==> config.mk <==
export PLATFORM = sky130hd
export DESIGN_NAME = escalonador_processos
export DESIGN_NICKNAME = d
export VERILOG_FILES = /design/src/rtl/escalonador_processos.sv
export SDC_FILE = /design/constraint.sdc
export NUM_CORES = 1
export LEC_CHECK = 0
export ABC_AREA = 1
export BUFFER_PORTS_ARGS = -buffer_cell sky130_fd_sc_hd__buf_4
export CAP_MARGIN = 5
export CORE_MARGIN = 5
export CORE_UTILIZATION = 52
export DETAILED_ROUTE_END_ITERATION = 16
export PLACE_DENSITY = 0.86
export SETUP_SLACK_MARGIN = 0.5
export SLEW_MARGIN = 25
export SYNTH_ARGS = -nofsm -noshare
export SYNTH_HDL_FRONTEND = slang
export SYNTH_SLANG_ARGS = --single-unit
==> constraint.sdc <==
create_clock -name clock -period 4.7 [get_ports clock]
set_clock_uncertainty 0.1 [all_clocks]
set_input_delay 0.705 -clock clock [delete_from_list [all_inputs] [get_ports clock]]
set_output_delay 0.705 -clock clock [all_outputs]
set_load 0.05 [all_outputs]
==> src/rtl/escalonador_processos.sv <==
// Round-robin process scheduler: per-slot saved PC table, quantum counter
// and the freeze/restore sequence that hands the PC register a new process.
module escalonador_processos #(
  parameter int unsigned NUM_PROC = 2,
  parameter int unsigned PROC_W   = 1,
  parameter logic [31:0] QUANTUM  = 32'd16
) (
  input  logic              clock,
  input  logic              reset,
  input  logic              instr_concluida,
  input  logic [31:0]       pc_atual,
  input  logic              habilita_escalonador,
  input  logic              processo_fim,
  input  logic              criar_processo,
  input  logic [PROC_W-1:0] id_novo,
  output logic [PROC_W-1:0] processo_atual,
  output logic [31:0]       pc_restaurado,
  output logic              troca_contexto,
  output logic              congela_pc,
  output logic              parado
);

  typedef enum logic [2:0] {
    EXECUTANDO,
    SALVANDO,
    SELECIONANDO,
    RESTAURANDO,
    OCIOSO
  } estado_t;

  estado_t             estado;
  logic [NUM_PROC-1:0] pronto;
  logic [31:0]         tabela_pc [NUM_PROC];
  logic [31:0]         contador_quantum;
  logic                salvar_pc;
  logic [PROC_W-1:0]   escolhido;

  logic                conta;
  logic                expira;
  logic                criar_ok;
  logic                achou;
  logic [PROC_W-1:0]   candidato;

  function automatic logic [PROC_W-1:0] vizinho(
    input logic [PROC_W-1:0] base,
    input int unsigned       passo
  );
    int unsigned s;
    s = (32'(base) + passo) % NUM_PROC;
    return PROC_W'(s);
  endfunction

  assign conta    = instr_concluida && habilita_escalonador;
  assign expira   = conta && (contador_quantum == QUANTUM - 32'd1);
  assign criar_ok = criar_processo
                 && (32'(id_novo) < NUM_PROC)
                 && !pronto[id_novo];

  // Scan from the largest offset down so the nearest ready slot wins;
  // offset NUM_PROC is the current slot, which therefore comes last.
  always_comb begin
    achou     = 1'b0;
    candidato = '0;
    for (int k = int'(NUM_PROC); k >= 1; k--) begin
      if (pronto[vizinho(processo_atual, k)]) begin
        achou     = 1'b1;
        candidato = vizinho(processo_atual, k);
      end
    end
  end

  always_ff @(posedge clock) begin
    if (reset) begin
      estado           <= EXECUTANDO;
      pronto           <= NUM_PROC'(1);
      contador_quantum <= '0;
      salvar_pc        <= 1'b0;
      escolhido        <= '0;
      processo_atual   <= '0;
      pc_restaurado    <= '0;
      troca_contexto   <= 1'b0;
      congela_pc       <= 1'b0;
      parado           <= 1'b0;
      for (int i = 0; i < int'(NUM_PROC); i++) begin
        tabela_pc[i] <= '0;
      end
    end else begin
      troca_contexto <= 1'b0;

      if (criar_ok) begin
        pronto[id_novo]    <= 1'b1;
        tabela_pc[id_novo] <= '0;
      end

      unique case (estado)
        EXECUTANDO: begin
          if (conta) begin
            contador_quantum <= contador_quantum + 32'd1;
          end
          // A halt overrides a same-cycle creation on the running slot.
          if (processo_fim) begin
            pronto[processo_atual] <= 1'b0;
            salvar_pc              <= 1'b0;
            estado                 <= SALVANDO;
            congela_pc             <= 1'b1;
          end else if (expira) begin
            salvar_pc  <= 1'b1;
            estado     <= SALVANDO;
            congela_pc <= 1'b1;
          end
        end

        SALVANDO: begin
          if (salvar_pc) begin
            tabela_pc[processo_atual] <= pc_atual;
          end
          estado <= SELECIONANDO;
        end

        SELECIONANDO: begin
          if (achou) begin
            escolhido <= candidato;
            estado    <= RESTAURANDO;
          end else begin
            estado <= OCIOSO;
            parado <= 1'b1;
          end
        end

        RESTAURANDO: begin
          processo_atual   <= escolhido;
          pc_restaurado    <= tabela_pc[escolhido];
          contador_quantum <= '0;
          troca_contexto   <= 1'b1;
          congela_pc       <= 1'b0;
          estado           <= EXECUTANDO;
        end

        OCIOSO: begin
          if (|pronto) begin
            parado <= 1'b0;
            estado <= SELECIONANDO;
          end
        end

        default: begin
          estado <= EXECUTANDO;
        end
      endcase
    end
  end

endmodule

==> flow_metrics.py <==
metrics = {
    "outcome": {
        "status": "completed",
    },
    "drt": {
        "drt-total-wl_um": 13880,
        "first_iter_violations": 357,
        "antenna_left": 0,
        "drc": 0,
        "num_vias": 4832,
        "vias_per_cell": 5.327,
        "drt-pass1-iter-count": 5,
        "post_drt_wl_per_cell_um": 15.30,
    },
    "timing": {
        "setup_violations": 0,
        "clock.fmax_mhz": 439.8,
        "maxSlewViolCount": 0,
        "worst_pin_slew_ps": 1047,
        "fin_crit_ps": 2274,
        "rsz0062_at_grt": "false",
        "hold_violations": 0,
        "fin_tns_setup_ps": 0,
        "slew_headroom": 0.3018,
        "finalCritPeriodShare": 0.4838,
    },
    "logic_synthesis": {
        "ys_types": 38,
        "synth.largest_area_cell": "edfxtp_1",
        "seq_area_frac_synth": 0.5670,
        "synth_compound_area_frac": 0.06819,
        "synth_top_family_by_area": "simple AND/OR/NAND/NOR gates",
        "yosys-top-cells-count": "nor2_1, nand2_1, inv_1",
        "yosys.area_share.simple": 0.2369,
        "synth_top_area_frac": 0.3183,
        "ys_ff_latch": 139,
        "synth-xor-area-share": 0.001451,
        "synth_edf_count": 64,
        "ys.flop_type": "dfxtp_1",
        "ys_warn_count": 0,
        "netlist_area_um2": 6037,
        "synthArstFlopShare": 0,
        "muxShareOfSynthArea": 0.05306,
        "synthTopCellsByArea": "edfxtp_1, dfxtp_1, nor2_1, nand2_1, mux2i_1",
        "synth_fp_nets": 713,
        "synth.most_common_cell": "nor2_1",
        "yosys.area_share.adder": 0.002073,
        "syn_area_per_cell_um2": 8.970,
        "syn_inst": 673,
    },
    "clock_network": {
        "cts.repair.resized": 0,
        "root_buffer": "clkbuf_16",
        "holdBufCountCts": 0,
        "cts_buffer_depth": 2,
        "numCtsBuffers": 17,
        "cts_setup_buffers": 0,
        "clkLatencyLatePin_ps": 420,
        "htree_levels": 4,
        "cts.clk_slew.worst_paths_ps": 60,
        "clkSinkCount": 139,
        "tritoncts": "yes",
    },
    "finish": {
        "drive_gt1_frac": 0.1872,
        "fin_cells": 907,
        "ff_latch_area_um2": 3425,
        "fillers": 860,
        "multiInputGateArea_um2": 2201,
        "antenna_cells": 0,
        "postLayoutCoreUtil": 0.6374,
        "syn_to_final_growth_pct": 20.56,
        "final_area_um2": 7278,
        "nets": 791,
    },
    "worst_hold_path": {
        "whs_path_depth": 2,
        "hold_path_class": "register to register",
        "holdPathEnd": "pc_restaurado[13]",
        "min_from": "pc_restaurado[13]",
    },
    "global_route": {
        "grt_pass1_vias": 4793,
        "grt_max_degree": 40,
        "grt-ovfl-total": 0,
        "grt_util_all_layers": 0.2079,
        "grt_pass1_wl_um": 23360,
        "antenna_found_initial": 0,
    },
    "placement": {
        "place.gp.congestion": 0.8299,
        "io_buffers": 74,
        "dpl.hpwl_um": 9106,
        "placed_cell_area_um2": 6728,
        "dp.cells": 875,
    },
    "floorplanning": {
        "rows": 39,
        "io_pins": 75,
        "die_y_um": 117.8,
        "fp.dieW_um": 117.8,
        "fp.coreArea_um2": 11420,
        "start_util": 0.5287,
        "dieArea_um2": 13870,
    },
    "critical_path": {
        "cp_max_fo": 39,
        "end_kind": "register",
        "r2r-start": "estado[2]",
        "worst_ep_arrival_time_ps": 2530,
        "rrSetupSlack_ps": 2430,
        "cp-start-kind": "register",
        "r2r_cells": 8,
        "criticalPathCategory": "register to register",
        "crit_required_ps": 4960,
        "r2r-end": "contador_quantum[19]",
    },
    "power_and_ir_drop": {
        "p_per_area_nw_per_um2": 380.3,
        "max-vdd-ir-drop_v": 0.0002629,
        "p_leak_nw": 3.030,
    },
    "job": {
        "maxCapViolCount": 0,
    },
}
routing by layer:
layer / track usage / vias to the layer above / part of all wire
li1: - / 2348 / -
met1: 0.2745 / 2229 / 0.41
met2: 0.3271 / 215 / 0.49
met3: 0.04469 / 40 / 0.070
met4: 0.09749 / 0 / 0.033
met5: 0 / - / 0
report_power, final:
group          total [mW]  leakage [nW]  internal (mW)  switching, mW
Combinational       0.185          1.49         0.0631          0.122
Clock                1.25         0.264          0.730          0.517
Sequential           1.34          1.28           1.31         0.0249
Total                2.77          3.03           2.10          0.664
cells in the final DEF, fill, tap and decap left out, drive strengths merged:
master,instances
o21ai,51
a211oi,1
edfxtp,64
and3,1
and2,1
a31oi,1
nand3,15
buf,79
a21oi,19
bufinv,1
ha,1
dfxtp,75
nor4,1
o211ai,2
xor2,1
nor3b,1
nand2,118
nand3b,3
mux2i,32
or2,1
clkbuf,19
a2bb2oi,1
nand4,16
clkinv,5
inv,92
nor2,148
o21a,1
o311ai,1
o21bai,1
nor3,9
clkinvlp,3
sequential cells by signal, indices dropped and copies added (netlist names):
signal and flops:
processo_atual 1, pronto 2, salvar_pc 1, troca_contexto 1, tabela_pc 64, escolhido 1, pc_restaurado 32, estado 3
congela_pc 1, contador_quantum 32, parado 1
cells by family after synthesis:
group,count (synthesis)
AND/OR/NAND/NOR,314
flip-flops,139
multiplexers,32
adder cells (fa/ha/maj),1
XOR/XNOR,1
AO/OA/AOI/OAI,78
buffers and inverters,108
stage by stage:
| step | total power, mW | worst slack [ps] | hold slack [ps] |
|---|---|---|---|
| floorplan | 1.472 | 908.0 | 339.7 |
| global placement | 1.533 | 2246 | 347.7 |
| detailed placement | 1.542 | 2215 | 351.3 |
| CTS | 2.777 | 2419 | 362.5 |
| global route | 2.865 | 2233 | 377.4 |
| finish | 2.768 | 2426 | 358.2 |
final cells by class:
cell class	count	share of cell area
clock inverter	13	0.01616
tap	143	0.02458
sequential	139	0.4705
clock buffer	19	0.05948
timing repair buffer	79	0.08149
multi-input combinational	426	0.3024
inverter	88	0.04538
critical path, cell delays in order (launching register included):
cell     delay, ps
dfxtp_1        400
inv_1           90
nand3_1        150
inv_2           60
nor2_4         420
buf_4          470
inv_1          190
a21oi_1        190
o21a_1         150
worst max-delay path by stage:
stage                     cells after the start                   end      start
after detailed placement                      6      tabela_pc[1][11]      reset
after floorplan                               1       tabela_pc[0][0]    id_novo
after global placement                        6      tabela_pc[1][13]      reset
final                                         8  contador_quantum[19]  estado[2]
after global routing                          8  contador_quantum[19]  estado[2]
after CTS                                     8  contador_quantum[19]  estado[2]
Note: power is estimated with default switching activity, not from simulation.
